$ cat config.mk
export PLATFORM = sky130hd
export DESIGN_NAME = ss_scan_ctrl_flat
export DESIGN_NICKNAME = d
export VERILOG_FILES = /design/src/rtl/ss_scan_ctrl_if.sv /design/src/rtl/ss_scan_ctrl.sv /design/src/flat_wrapper.sv
export SDC_FILE = /design/constraint.sdc
export NUM_CORES = 1
export LEC_CHECK = 0
export CAP_MARGIN = 0
export CORE_MARGIN = 2
export CORE_UTILIZATION = 45
export DETAILED_ROUTE_END_ITERATION = 6
export DONT_BUFFER_PORTS = 1
export PLACE_DENSITY_LB_ADDON = 0.25
export SLEW_MARGIN = 20
export SYNTH_ARGS = -nofsm -noshare
export SYNTH_HDL_FRONTEND = slang
export SYNTH_SLANG_ARGS = --single-unit
$ cat constraint.sdc
create_clock -name clk -period 3.9 [get_ports clk]
set_input_delay 0.78 -clock clk [delete_from_list [all_inputs] [get_ports clk]]
set_output_delay 0.78 -clock clk [all_outputs]
set_load 0.05 [all_outputs]
$ cat src/rtl/ss_scan_ctrl_if.sv
// Handshake, control and display-drive signals of the seven-segment scan controller.
interface ss_scan_ctrl_if;
  logic        enable;
  logic [31:0] value;
  logic        value_vld;
  logic        value_rdy;
  logic [7:0]  dp_mask;
  logic [7:0]  an;
  logic [3:0]  digit;
  logic        dp_sel;
  logic        frame_done;

  modport slave (
    input  enable, value, value_vld, dp_mask,
    output value_rdy, an, digit, dp_sel, frame_done
  );

  modport master (
    output enable, value, value_vld, dp_mask,
    input  value_rdy, an, digit, dp_sel, frame_done
  );
endinterface

$ cat src/rtl/ss_scan_ctrl.sv
// Time-multiplexed 8-digit seven-segment scan controller with frame-aligned value updates.
// Define SS_LZ_BLANK_EN to enable leading-zero suppression.
module ss_scan_ctrl #(
  parameter int unsigned REFRESH_DIV = 100000,
  parameter int unsigned BLANK_CYC   = 16
) (
  input logic          clk,
  input logic          rst,
  ss_scan_ctrl_if.slave bus
);

  localparam int unsigned MaxCyc = (REFRESH_DIV > BLANK_CYC) ? REFRESH_DIV : BLANK_CYC;
  localparam int unsigned CntW   = (MaxCyc > 1) ? $clog2(MaxCyc) : 1;
  localparam logic [CntW-1:0] ShowLast  = CntW'(REFRESH_DIV - 1);
  localparam logic [CntW-1:0] BlankLast = CntW'(BLANK_CYC - 1);

  typedef enum logic [1:0] {StIdle, StBlank, StShow} state_e;

  state_e            r_state, w_state_d;
  logic [2:0]        r_idx, w_idx_d;
  logic [CntW-1:0]   r_cnt, w_cnt_d;
  logic [31:0]       r_disp, w_disp_d;
  logic [31:0]       r_shadow, w_shadow_d;
  logic              r_full, w_full_d;
  logic              r_xfer, w_xfer;
  logic              w_boundary;
  logic              w_lit;
  logic [7:0]        r_an, w_an_d;
  logic [3:0]        r_digit, w_digit_d;
  logic              r_dp_sel, w_dp_sel_d;
  logic              r_frame_done, w_frame_done_d;

  // Scan sequencing.
  always_comb begin
    w_state_d = r_state;
    w_idx_d   = r_idx;
    w_cnt_d   = r_cnt;
    if (!bus.enable) begin
      w_state_d = StIdle;
      w_idx_d   = 3'd0;
      w_cnt_d   = '0;
    end else begin
      unique case (r_state)
        StIdle: begin
          w_state_d = StBlank;
          w_idx_d   = 3'd0;
          w_cnt_d   = '0;
        end
        StBlank: begin
          if (r_cnt == BlankLast) begin
            w_state_d = StShow;
            w_cnt_d   = '0;
          end else begin
            w_cnt_d = r_cnt + 1'b1;
          end
        end
        StShow: begin
          if (r_cnt == ShowLast) begin
            w_state_d = StBlank;
            w_idx_d   = r_idx + 3'd1;
            w_cnt_d   = '0;
          end else begin
            w_cnt_d = r_cnt + 1'b1;
          end
        end
        default: begin
          w_state_d = StIdle;
          w_idx_d   = 3'd0;
          w_cnt_d   = '0;
        end
      endcase
    end
  end

  // Shadow handshake; full drops one cycle after the shadow moves into disp.
  always_comb begin
    w_boundary = (r_state == StIdle) ||
                 ((r_state == StShow) && (r_idx == 3'd7) && (r_cnt == ShowLast));
    w_xfer     = w_boundary && r_full && !r_xfer;
    w_disp_d   = w_xfer ? r_shadow : r_disp;
    w_shadow_d = r_shadow;
    w_full_d   = r_full;
    if (r_xfer) begin
      w_full_d = 1'b0;
    end else if (!r_full && bus.value_vld) begin
      w_shadow_d = bus.value;
      w_full_d   = 1'b1;
    end
  end

  // Outputs are computed from next-state values so they can be registered.
  always_comb begin
    w_lit = 1'b1;
`ifdef SS_LZ_BLANK_EN
    w_lit = (w_idx_d == 3'd0) || ((w_disp_d >> {w_idx_d, 2'b00}) != 32'd0);
`endif
    w_an_d     = 8'hFF;
    w_dp_sel_d = 1'b1;
    if ((w_state_d == StShow) && w_lit) begin
      w_an_d     = ~(8'd1 << w_idx_d);
      w_dp_sel_d = ~bus.dp_mask[w_idx_d];
    end
    w_digit_d      = w_disp_d[{w_idx_d, 2'b00} +: 4];
    w_frame_done_d = (w_state_d == StShow) && (w_idx_d == 3'd7) && (w_cnt_d == ShowLast);
  end

  always_ff @(posedge clk or posedge rst) begin
    if (rst) begin
      r_state      <= StIdle;
      r_idx        <= 3'd0;
      r_cnt        <= '0;
      r_disp       <= 32'd0;
      r_shadow     <= 32'd0;
      r_full       <= 1'b0;
      r_xfer       <= 1'b0;
      r_an         <= 8'hFF;
      r_digit      <= 4'd0;
      r_dp_sel     <= 1'b1;
      r_frame_done <= 1'b0;
    end else begin
      r_state      <= w_state_d;
      r_idx        <= w_idx_d;
      r_cnt        <= w_cnt_d;
      r_disp       <= w_disp_d;
      r_shadow     <= w_shadow_d;
      r_full       <= w_full_d;
      r_xfer       <= w_xfer;
      r_an         <= w_an_d;
      r_digit      <= w_digit_d;
      r_dp_sel     <= w_dp_sel_d;
      r_frame_done <= w_frame_done_d;
    end
  end

  assign bus.value_rdy  = ~r_full;
  assign bus.an         = r_an;
  assign bus.digit      = r_digit;
  assign bus.dp_sel     = r_dp_sel;
  assign bus.frame_done = r_frame_done;

endmodule
$ cat src/flat_wrapper.sv
// flat-port wrapper written by rule: the top's interface ports become plain ports
module ss_scan_ctrl_flat 
#(
  parameter int unsigned REFRESH_DIV = 100000,
  parameter int unsigned BLANK_CYC   = 16
)
  (clk, rst, bus_enable, bus_value, bus_value_vld, bus_dp_mask, bus_value_rdy, bus_an, bus_digit, bus_dp_sel, bus_frame_done);
  ss_scan_ctrl_if bus_i ();
  input logic clk;
  input logic rst;
  input wire logic [$bits(bus_i.enable)-1:0] bus_enable;
  input wire logic [$bits(bus_i.value)-1:0] bus_value;
  input wire logic [$bits(bus_i.value_vld)-1:0] bus_value_vld;
  input wire logic [$bits(bus_i.dp_mask)-1:0] bus_dp_mask;
  output wire logic [$bits(bus_i.value_rdy)-1:0] bus_value_rdy;
  output wire logic [$bits(bus_i.an)-1:0] bus_an;
  output wire logic [$bits(bus_i.digit)-1:0] bus_digit;
  output wire logic [$bits(bus_i.dp_sel)-1:0] bus_dp_sel;
  output wire logic [$bits(bus_i.frame_done)-1:0] bus_frame_done;
  assign bus_i.enable = bus_enable;
  assign bus_i.value = bus_value;
  assign bus_i.value_vld = bus_value_vld;
  assign bus_i.dp_mask = bus_dp_mask;
  assign bus_value_rdy = bus_i.value_rdy;
  assign bus_an = bus_i.an;
  assign bus_digit = bus_i.digit;
  assign bus_dp_sel = bus_i.dp_sel;
  assign bus_frame_done = bus_i.frame_done;
  ss_scan_ctrl #(.REFRESH_DIV(REFRESH_DIV), .BLANK_CYC(BLANK_CYC)) u_core (.clk(clk), .rst(rst), .bus(bus_i));
endmodule
==> impl_metrics.toml, run 1 <==
[yosys]
synth_cells = 389
synth.cell_area_um2 = 4720
synthArstFlopShare_pct = 100
synth-edff-count = 0
synth_nets = 440
syn-mean-instance-area_um2 = 12.1
yosysSeqAreaShare_pct = 54.4
yosys-top-cells-area = "dfrtp_1 (49%), mux2_2 (11%), dfstp_2 (5.0%)"
synth_top_area_cell = "dfrtp_1"
synth-seq-cells = 102
ys.flop_type = "dfrtp_1"
ys_types = 54
yosys.area.top_type_share_pct = 49.3
ys_warn_count = 0

[drt]
wl_mm = 9.04
vias_per_cell = 5.44
drc = 0
vias = 2872
wl_per_cell_um = 17.1
drt_first_iter_violations = 206
firstDrtPassIters = 4
ant_nets = 0

[global_routing]
grt_pass1_vias = 3023
grtUsageTotal_pct = 17.2
antenna_found_initial = 1
overflow = 0
grt_pass1_wl_mm = 15.1
grt_max_degree = 87

[timing]
final_hold_viol_count = 0
maxSlewViolCount = 0
fin_crit_sh_pct = 77.9
fin_ws_ns = 0.862
slew-limit-headroom_pct = 47.4
finalSetupViolCount = 0
skew_ns = 0.0183
fmax_ghz = 0.329
rsz0062_at_grt = "no"
max_slew.worst_pin.slew_ns = 0.789
fin_crit_ns = 3.04
setup_tns_ns = 0

[clocking]
cts-buffers-inserted = 9
clk_latency_ns = 0.38
clock_sinks = 102
cts_setup_buffers = 0
postCtsHoldBufs = 0
clockBufferDepth = 2
root_buffer = "clkbuf_8"
cts_tree = "built"
h-tree-depth = 3
cts_resized = 0
clkTransAtPathRegs_ns = 0.12

[min_path]
hold_path.class = "in -> async"

[setup_path]
path_class = "reg -> reg"
end_kind = "register"
worst-path-max-fanout = 33
r2r_slack_ns = 0.86
worstPathArrival_ns = 3.30
start_kind = "register"
cp.required_ns = 4.16

[finish]
diodes = 0
final_layout_size_suffix_gt1_share_pct = 23.0
fin_nets = 438
fin_cells = 528
final_cell_area_um2 = 5040
final_common_cell = "dfrtp_1"
layout_common_cells = "dfrtp_1 (93), mux2_2 (44), nor2_1 (31)"
areaGrowthSynthToFinish_pct = 6.85
fillCellCount = 898

[place]
dpl_cell_area_um2 = 4830
dpl_worst_slack_ns = 0.857
dp.cells = 512
gp_congestion = 0.876
io_buffers = 0
hpwl_mm = 6.39

[floorplan]
rows = 37
core_um2 = 10200
ioPinCount = 59
initial_utilization_pct = 46.1
dieArea_um2 = 11300
die_y_um = 106
dieWidth_um = 106

[power_and_ir_drop]
peakVddDrop_mv = 0.334
cellPowerDensity_nw_per_um2 = 635
p_leak_nw = 2.08

[job]
maxCapViolations = 0

[outcome]
status = "finished, final reports clean"
[state kept, by name (all words and copies together), names as in the netlist]
register / flops
u_core.bus.dp_sel: 1
u_core.r_full: 1
u_core.r_shadow: 32
u_core.bus.an: 8
u_core.r_disp: 32
u_core.r_xfer: 1
u_core.r_idx: 3
u_core.bus.digit: 4
u_core.r_cnt: 17
u_core.r_state: 2
u_core.bus.frame_done: 1
[synth_stat cells (3+ instances only)]
master	n
dfrtp_1	93
mux2_2	44
nor2_1	31
mux2_1	17
inv_1	15
nand3_1	14
clkbuf_1	11
nand2_1	11
o21ai_1	11
mux2i_1	10
xnor2_1	10
dfstp_2	9
nor3_1	9
xor2_1	8
ha_1	7
a21oi_1	6
and3_1	6
a221oi_1	5
nand2b_1	5
o21ai_0	5
and2_1	4
nand3b_1	4
a221oi_2	3
a31oi_1	3
buf_6	3
mux2_4	3
nand4_1	3
or3_1	3
[logic make-up (layout without fill, tap and decap cells)]
family | after synthesis | in the layout | share of synthesized area, %
AO/OA/AOI/OAI | 46 | 46 | 7.08
XOR/XNOR | 18 | 18 | 3.34
adder cells (fa/ha/maj) | 7 | 7 | 1.86
buffers and inverters | 36 | 39 | 3.56
flip-flops | 102 | 102 | 54.4
multiplexers | 74 | 74 | 17.6
AND/OR/NAND/NOR | 106 | 106 | 12.2
[metal layers]
| metal | vias to the layer above | share of wire (%) | global-route usage, % |
|---|---|---|---|
| met5 | - | 0.14 | 0 |
| met4 | 2 | 1.7 | 5.92 |
| met3 | 16 | 3.8 | 4.66 |
| met2 | 52 | 47 | 27.2 |
| met1 | 1419 | 47 | 22.8 |
| li1 | 1383 | - | - |
[critical path: stages, from the launching register on]
cell and delay [ns]:
dfrtp_1 0.46, nand4_1 0.24, or3_1 0.54, o31ai_4 0.20, buf_4 0.43, mux2_1 0.39, mux2_2 0.26, a221oi_1 0.30
nor2_1 0.08
[area by class of cell]
type / instances / area (um^2) / area share, %
clock buffers: 9 / 124 / 2.46
clock inverters: 7 / 77.6 / 1.54
inverters: 17 / 68.8 / 1.37
multi-input cells: 251 / 1990 / 39.5
flip-flops and latches: 102 / 2560 / 50.9
well taps: 136 / 170 / 3.38
repair buffers: 6 / 45.0 / 0.894
[where the power goes]
group          internal (mW)  switching (mW)  total [mW]
logic                  0.458           0.401       0.859
registers               1.43           0.247        1.68
clock network          0.254           0.407       0.661
[through the flow]
step	total power, mW	util, %	hold WS, ns
5_1_grt	3.41	49.2	0.434
2_1_floorplan	2.36	-	0.429
6_report	3.20	49.2	0.381
3_3_place_gp	2.53	47.3	0.452
4_1_cts	3.25	49.2	0.480
3_5_place_dp	2.57	47.3	0.466
[path summary, 6_finish.rpt]
| check | from | endpoint | cells past startpoint |
|---|---|---|---|
| setup reg to reg | u_core.r_cnt[10] | u_core.bus.digit[1] | 8 |
| max in group asynchronous | rst | u_core.r_disp[10] | 2 |
| min in group clk | u_core.r_cnt[0] | u_core.r_cnt[0] | 1 |
| setup / recovery | u_core.r_cnt[10] | u_core.bus.digit[1] | 8 |
| hold / removal | rst | u_core.r_shadow[21] | 1 |
| hold reg to reg | u_core.r_cnt[0] | u_core.r_cnt[0] | 1 |
No activity file was read; power rests on OpenSTA's default activity.
==> run 2, diff against run 1 <==
Clock period 3.9 ns to 3.07 ns, I/O delays scaled along.
==> impl_metrics.toml, run 2 (synthesized netlist as in run 1, its figures left out) <==
[power_and_ir_drop]
seq_power_share_pct = 50.6
peakVddDrop_mv = 0.563
cellPowerDensity_nw_per_um2 = 819
switchingPower_mw = 1.30
finalPower_mw = 4.22
internal_power_mw = 2.92
combPwrFrac_pct = 26.7
p_leak_nw = 2.13
switching_share_pct = 30.8
clock_power_share_pct = 22.7

[clocking]
clock_sinks = 102
postCtsHoldBufs = 0
cts-buffers-inserted = 9
h-tree-depth = 3
cts_tree = "built"
clkTransAtPathRegs_ns = 0.10
clockBufferDepth = 2
root_buffer = "clkbuf_8"
clk_latency_ns = 0.37

[timing]
fin_crit_ns = 2.84
final_hold_viol_count = 0
setup_tns_ns = 0
max_slew.worst_pin.slew_ns = 0.602
finalSetupViolCount = 0
slew-limit-headroom_pct = 59.9
fmax_ghz = 0.352
rsz0062_at_grt = "no"
fin_crit_sh_pct = 92.5
skew_ns = 0.00911
maxSlewViolCount = 0

[place]
io_buffers = 0
dpl_cell_area_um2 = 4910
gp_congestion = 0.879
hpwl_mm = 6.48
dp.cells = 518

[setup_path]
r2r-start = "u_core.r_cnt[0]"
end_kind = "register"
worst-path-max-fanout = 20
r2r_end = "u_core.bus.digit[2]"
cp.required_ns = 3.32
start_kind = "register"
cp_top_family = "simple AND/OR/NAND/NOR gates"
max_stage_delay_ns = 0.45
worstPathArrival_ns = 3.09
slowest_stage = "or3_4"
path_buf_inv = 1
r2r_cells = 9
path_cells = "ha_1, nand3_1, or3_4, o31ai_4, buf_12, mux2_2, mux2_2, a221oi_1, nor2_1"
path_class = "reg -> reg"
cp_common_cell = "mux2_2"
r2r_slack_ns = 0.23

[finish]
fin_cells = 534
final_layout_size_suffix_gt1_share_pct = 24.1
fin_nets = 444
final_cell_area_um2 = 5140
reg_top3 = "u_core.r_disp: 32 flops, u_core.r_shadow: 32 flops, u_core.r_cnt: 17 flops"
final_common_cell = "dfrtp_1"
layout_common_cells = "dfrtp_1 (93), mux2_2 (44), nor2_1 (31)"
areaGrowthSynthToFinish_pct = 9.07
diodes = 0

[floorplan]
rows = 37
ioPinCount = 59
die_y_um = 106
dieArea_um2 = 11300
dieWidth_um = 106
initial_utilization_pct = 46.1
core_um2 = 10200

[drt]
firstDrtPassIters = 4
drc = 0
vias_per_cell = 5.42
wl_mm = 9.06
ant_nets = 0
drt_first_iter_violations = 124
wl_per_cell_um = 17.0
vias = 2894

[global_routing]
overflow = 0
grtUsageTotal_pct = 17.8
grt_pass1_vias = 3172
grt_max_degree = 47
antenna_found_initial = 1
grt_pass1_wl_mm = 15.8

[job]
maxCapViolations = 0

[min_path]
hold_path.class = "in -> async"

[outcome]
status = "finished, final reports clean"
-- run 2: changes by cell type in the layout (fill, tap and decap cells not counted), moves of 2 or more --
cell | before | now
clkinv_8 | 2 | 0
buf_4 | 6 | 9
buf_12 | 0 | 2
bufinv_16 | 0 | 2
inv_6 | 4 | 1
-- run 2: how the worst max path moves through the flow --
stage | from | end | slack (ns) | cells after the start
5_1_grt | u_core.r_cnt[11] | u_core.bus.digit[2] | 0.02 | 7
3_3_place_gp | u_core.r_cnt[0] | u_core.bus.digit[1] | 0.19 | 9
3_5_place_dp | u_core.r_cnt[0] | u_core.bus.digit[1] | 0.18 | 9
6_report | u_core.r_cnt[0] | u_core.bus.digit[2] | 0.23 | 9
2_1_floorplan | u_core.r_cnt[0] | u_core.bus.digit[0] | 0.29 | 10
4_1_cts | u_core.r_cnt[0] | u_core.bus.digit[1] | 0.15 | 9
-- run 2: routing by layer --
metal / wire (um) / track usage [%]
met2: 4300 / 28.3
met3: 423 / 5.09
met4: 127 / 5.92
met5: 13 / 0
met1: 4190 / 23.6
-- run 2: timing repair --
action | CTS | global route
resized for setup | 0 | 2
hold endpoints to repair | 0 | 0
setup endpoints to repair | 0 | 1
buffers inserted | 0 | 0
-- run 2: area by class of cell --
cell class / count / area (um^2)
Sequential cell: 102 / 2560
Timing Repair Buffer: 12 / 119
Multi-Input combinational cell: 251 / 1990
Tap cell: 136 / 170
Inverter: 17 / 67.6
Clock inverter: 5 / 87.6
Clock buffer: 11 / 141
Fill cell: 880 / 5090
-- run 2: through the flow --
stage / util (%) / setup WS (ns) / hold WS, ns
after CTS: 50.2 / 0.155 / 0.150
after global routing: 50.3 / 0.0178 / 0.164
after floorplan: - / 0.290 / 0.429
final: 50.3 / 0.229 / 0.151
after global placement: 48.0 / 0.189 / 0.451
after detailed placement: 48.0 / 0.179 / 0.463
-- run 2: power groups by stage --
stage               logic [mW]  clock network [mW]  registers (mW)
CTS                       1.13               0.991            2.14
floorplan                0.935                   0            2.06
detailed placement        1.12                   0            2.17
global route              1.26                1.04            2.19
global placement          1.08                   0            2.16
finish                    1.12               0.958            2.13
==> run 3, diff against run 2 <==
Settings changed: RECOVER_POWER set to 50.
==> impl_metrics.toml, run 3 (synthesized netlist as in run 1, its figures left out) <==
[floorplan]
die_y_um = 106
dieWidth_um = 106
dieArea_um2 = 11300
core_um2 = 10200
rows = 37
initial_utilization_pct = 46.1
ioPinCount = 59

[timing]
setup_tns_ns = 0
finalSetupViolCount = 0
rsz0062_at_grt = "no"
max_slew.worst_pin.slew_ns = 1.77
final_hold_viol_count = 0
fin_crit_sh_pct = 92.5
fin_crit_ns = 2.84
fmax_ghz = 0.352
slew-limit-headroom_pct = -18.0
hold_slack_ns = 0.301
skew_ns = 0.00929
maxSlewViolCount = 35

[drt]
vias = 2897
vias_per_cell = 5.43
firstDrtPassIters = 4
wl_per_cell_um = 16.8
drc = 0
wl_mm = 8.97
ant_nets = 0
drt_first_iter_violations = 137

[finish]
fin_cells = 534
final_layout_size_suffix_gt1_share_pct = 23.1
fillCellCount = 884
layout_common_cells = "dfrtp_1 (93), mux2_2 (44), nor2_1 (31)"
reg_top3 = "u_core.r_disp: 32 flops, u_core.r_shadow: 32 flops, u_core.r_cnt: 17 flops"
diodes = 0
fin_nets = 444
final_common_cell = "dfrtp_1"
areaGrowthSynthToFinish_pct = 8.36

[outcome]
failed_checks = "max-capacitance violations, max-slew violations"
status = "finished with violations"

[clocking]
clockBufferDepth = 2
cts_resized = 0
cts_setup_buffers = 0
cts_tree = "built"
clock_sinks = 102
clkTransAtPathRegs_ns = 0.10
cts-buffers-inserted = 9
h-tree-depth = 3
postCtsHoldBufs = 0
clk_latency_ns = 0.38
root_buffer = "clkbuf_8"

[global_routing]
grtUsageTotal_pct = 17.8
antenna_found_initial = 1
grt_max_degree = 47
grt_pass1_vias = 3172
overflow = 0
grt_pass1_wl_mm = 15.8

[place]
hpwl_mm = 6.48
gp_congestion = 0.879
io_buffers = 0
dp.cells = 518

[setup_path]
worstPathArrival_ns = 3.10
worst-path-max-fanout = 20
end_kind = "register"
path_class = "reg -> reg"
start_kind = "register"
cp.required_ns = 3.33

[power_and_ir_drop]
finalPower_mw = 4.20
p_leak_nw = 2.11
peakVddDrop_mv = 0.564
cellPowerDensity_nw_per_um2 = 821

[min_path]
hold_path.class = "in -> async"

[job]
maxCapViolations = 1
## run 3: cell types whose count changed in the layout (fill, tap and decap cells not counted)
cell	previous run	this run
clkbuf_1	1	4
buf_12	2	1
clkinvlp_4	2	1
nor3b_2	1	0
buf_4	9	6
nor3b_1	1	2
clkinvlp_2	0	1
clkbuf_2	0	1
## run 3: worst max-delay path, cell delays in order (launching register included)
cell	delay [ns]
dfrtp_1	0.39
ha_1	0.21
nand3_1	0.17
or3_4	0.45
o31ai_4	0.26
buf_12	0.22
mux2_2	0.36
mux2_2	0.26
a221oi_1	0.32
nor2_1	0.09
## run 3: final cells by class
cell class | instances | area, um^2 | share of cell area (%)
clock inverters | 5 | 87.6 | 1.71
inverters | 17 | 65.1 | 1.27
multi-input cells | 251 | 1990 | 38.9
clock buffers | 11 | 141 | 2.77
well taps | 136 | 170 | 3.33
repair buffers | 12 | 92.6 | 1.81
flip-flops and latches | 102 | 2560 | 50.2
## run 3: path summary, 6_finish.rpt
path | slack, ns | to | start | cells after the start
min in group clk | 0.37 | u_core.r_full | bus_value_vld | 2
min | 0.30 | u_core.r_disp[21] | rst | 1
max in group asynchronous | 0.65 | u_core.r_shadow[6] | rst | 2
max | 0.23 | u_core.bus.digit[2] | u_core.r_cnt[0] | 9
max reg2reg | 0.23 | u_core.bus.digit[2] | u_core.r_cnt[0] | 9
min reg2reg | 0.47 | u_core.r_full | u_core.r_xfer | 1
## run 3: routing by layer
layer | vias to the layer above | track usage [%] | wire length [um]
li1 | 1390 | - | -
met1 | 1439 | 23.6 | 4100
met2 | 52 | 28.3 | 4310
met3 | 14 | 5.09 | 419
met4 | 2 | 5.92 | 124
met5 | - | 0 | 13
## run 3: report_power, final
part           switching (mW)  leakage, nW  total (mW)  internal [mW]
registers               0.310         1.24        2.13           1.82
clock network           0.466        0.112       0.957          0.490
logic                   0.510        0.758        1.11          0.599
total                    1.29         2.11        4.20           2.91
## run 3: stage by stage
| stage | utilization, % | setup WS, ns | instance area [um^2] |
|---|---|---|---|
| 2_1_floorplan | - | 0.290 | 4720 |
| 3_3_place_gp | 48.0 | 0.189 | 4910 |
| 3_5_place_dp | 48.0 | 0.179 | 4910 |
| 4_1_cts | 50.2 | 0.155 | 5130 |
| 5_1_grt | 49.9 | 0.0178 | 5110 |
| 6_report | 49.9 | 0.231 | 5110 |
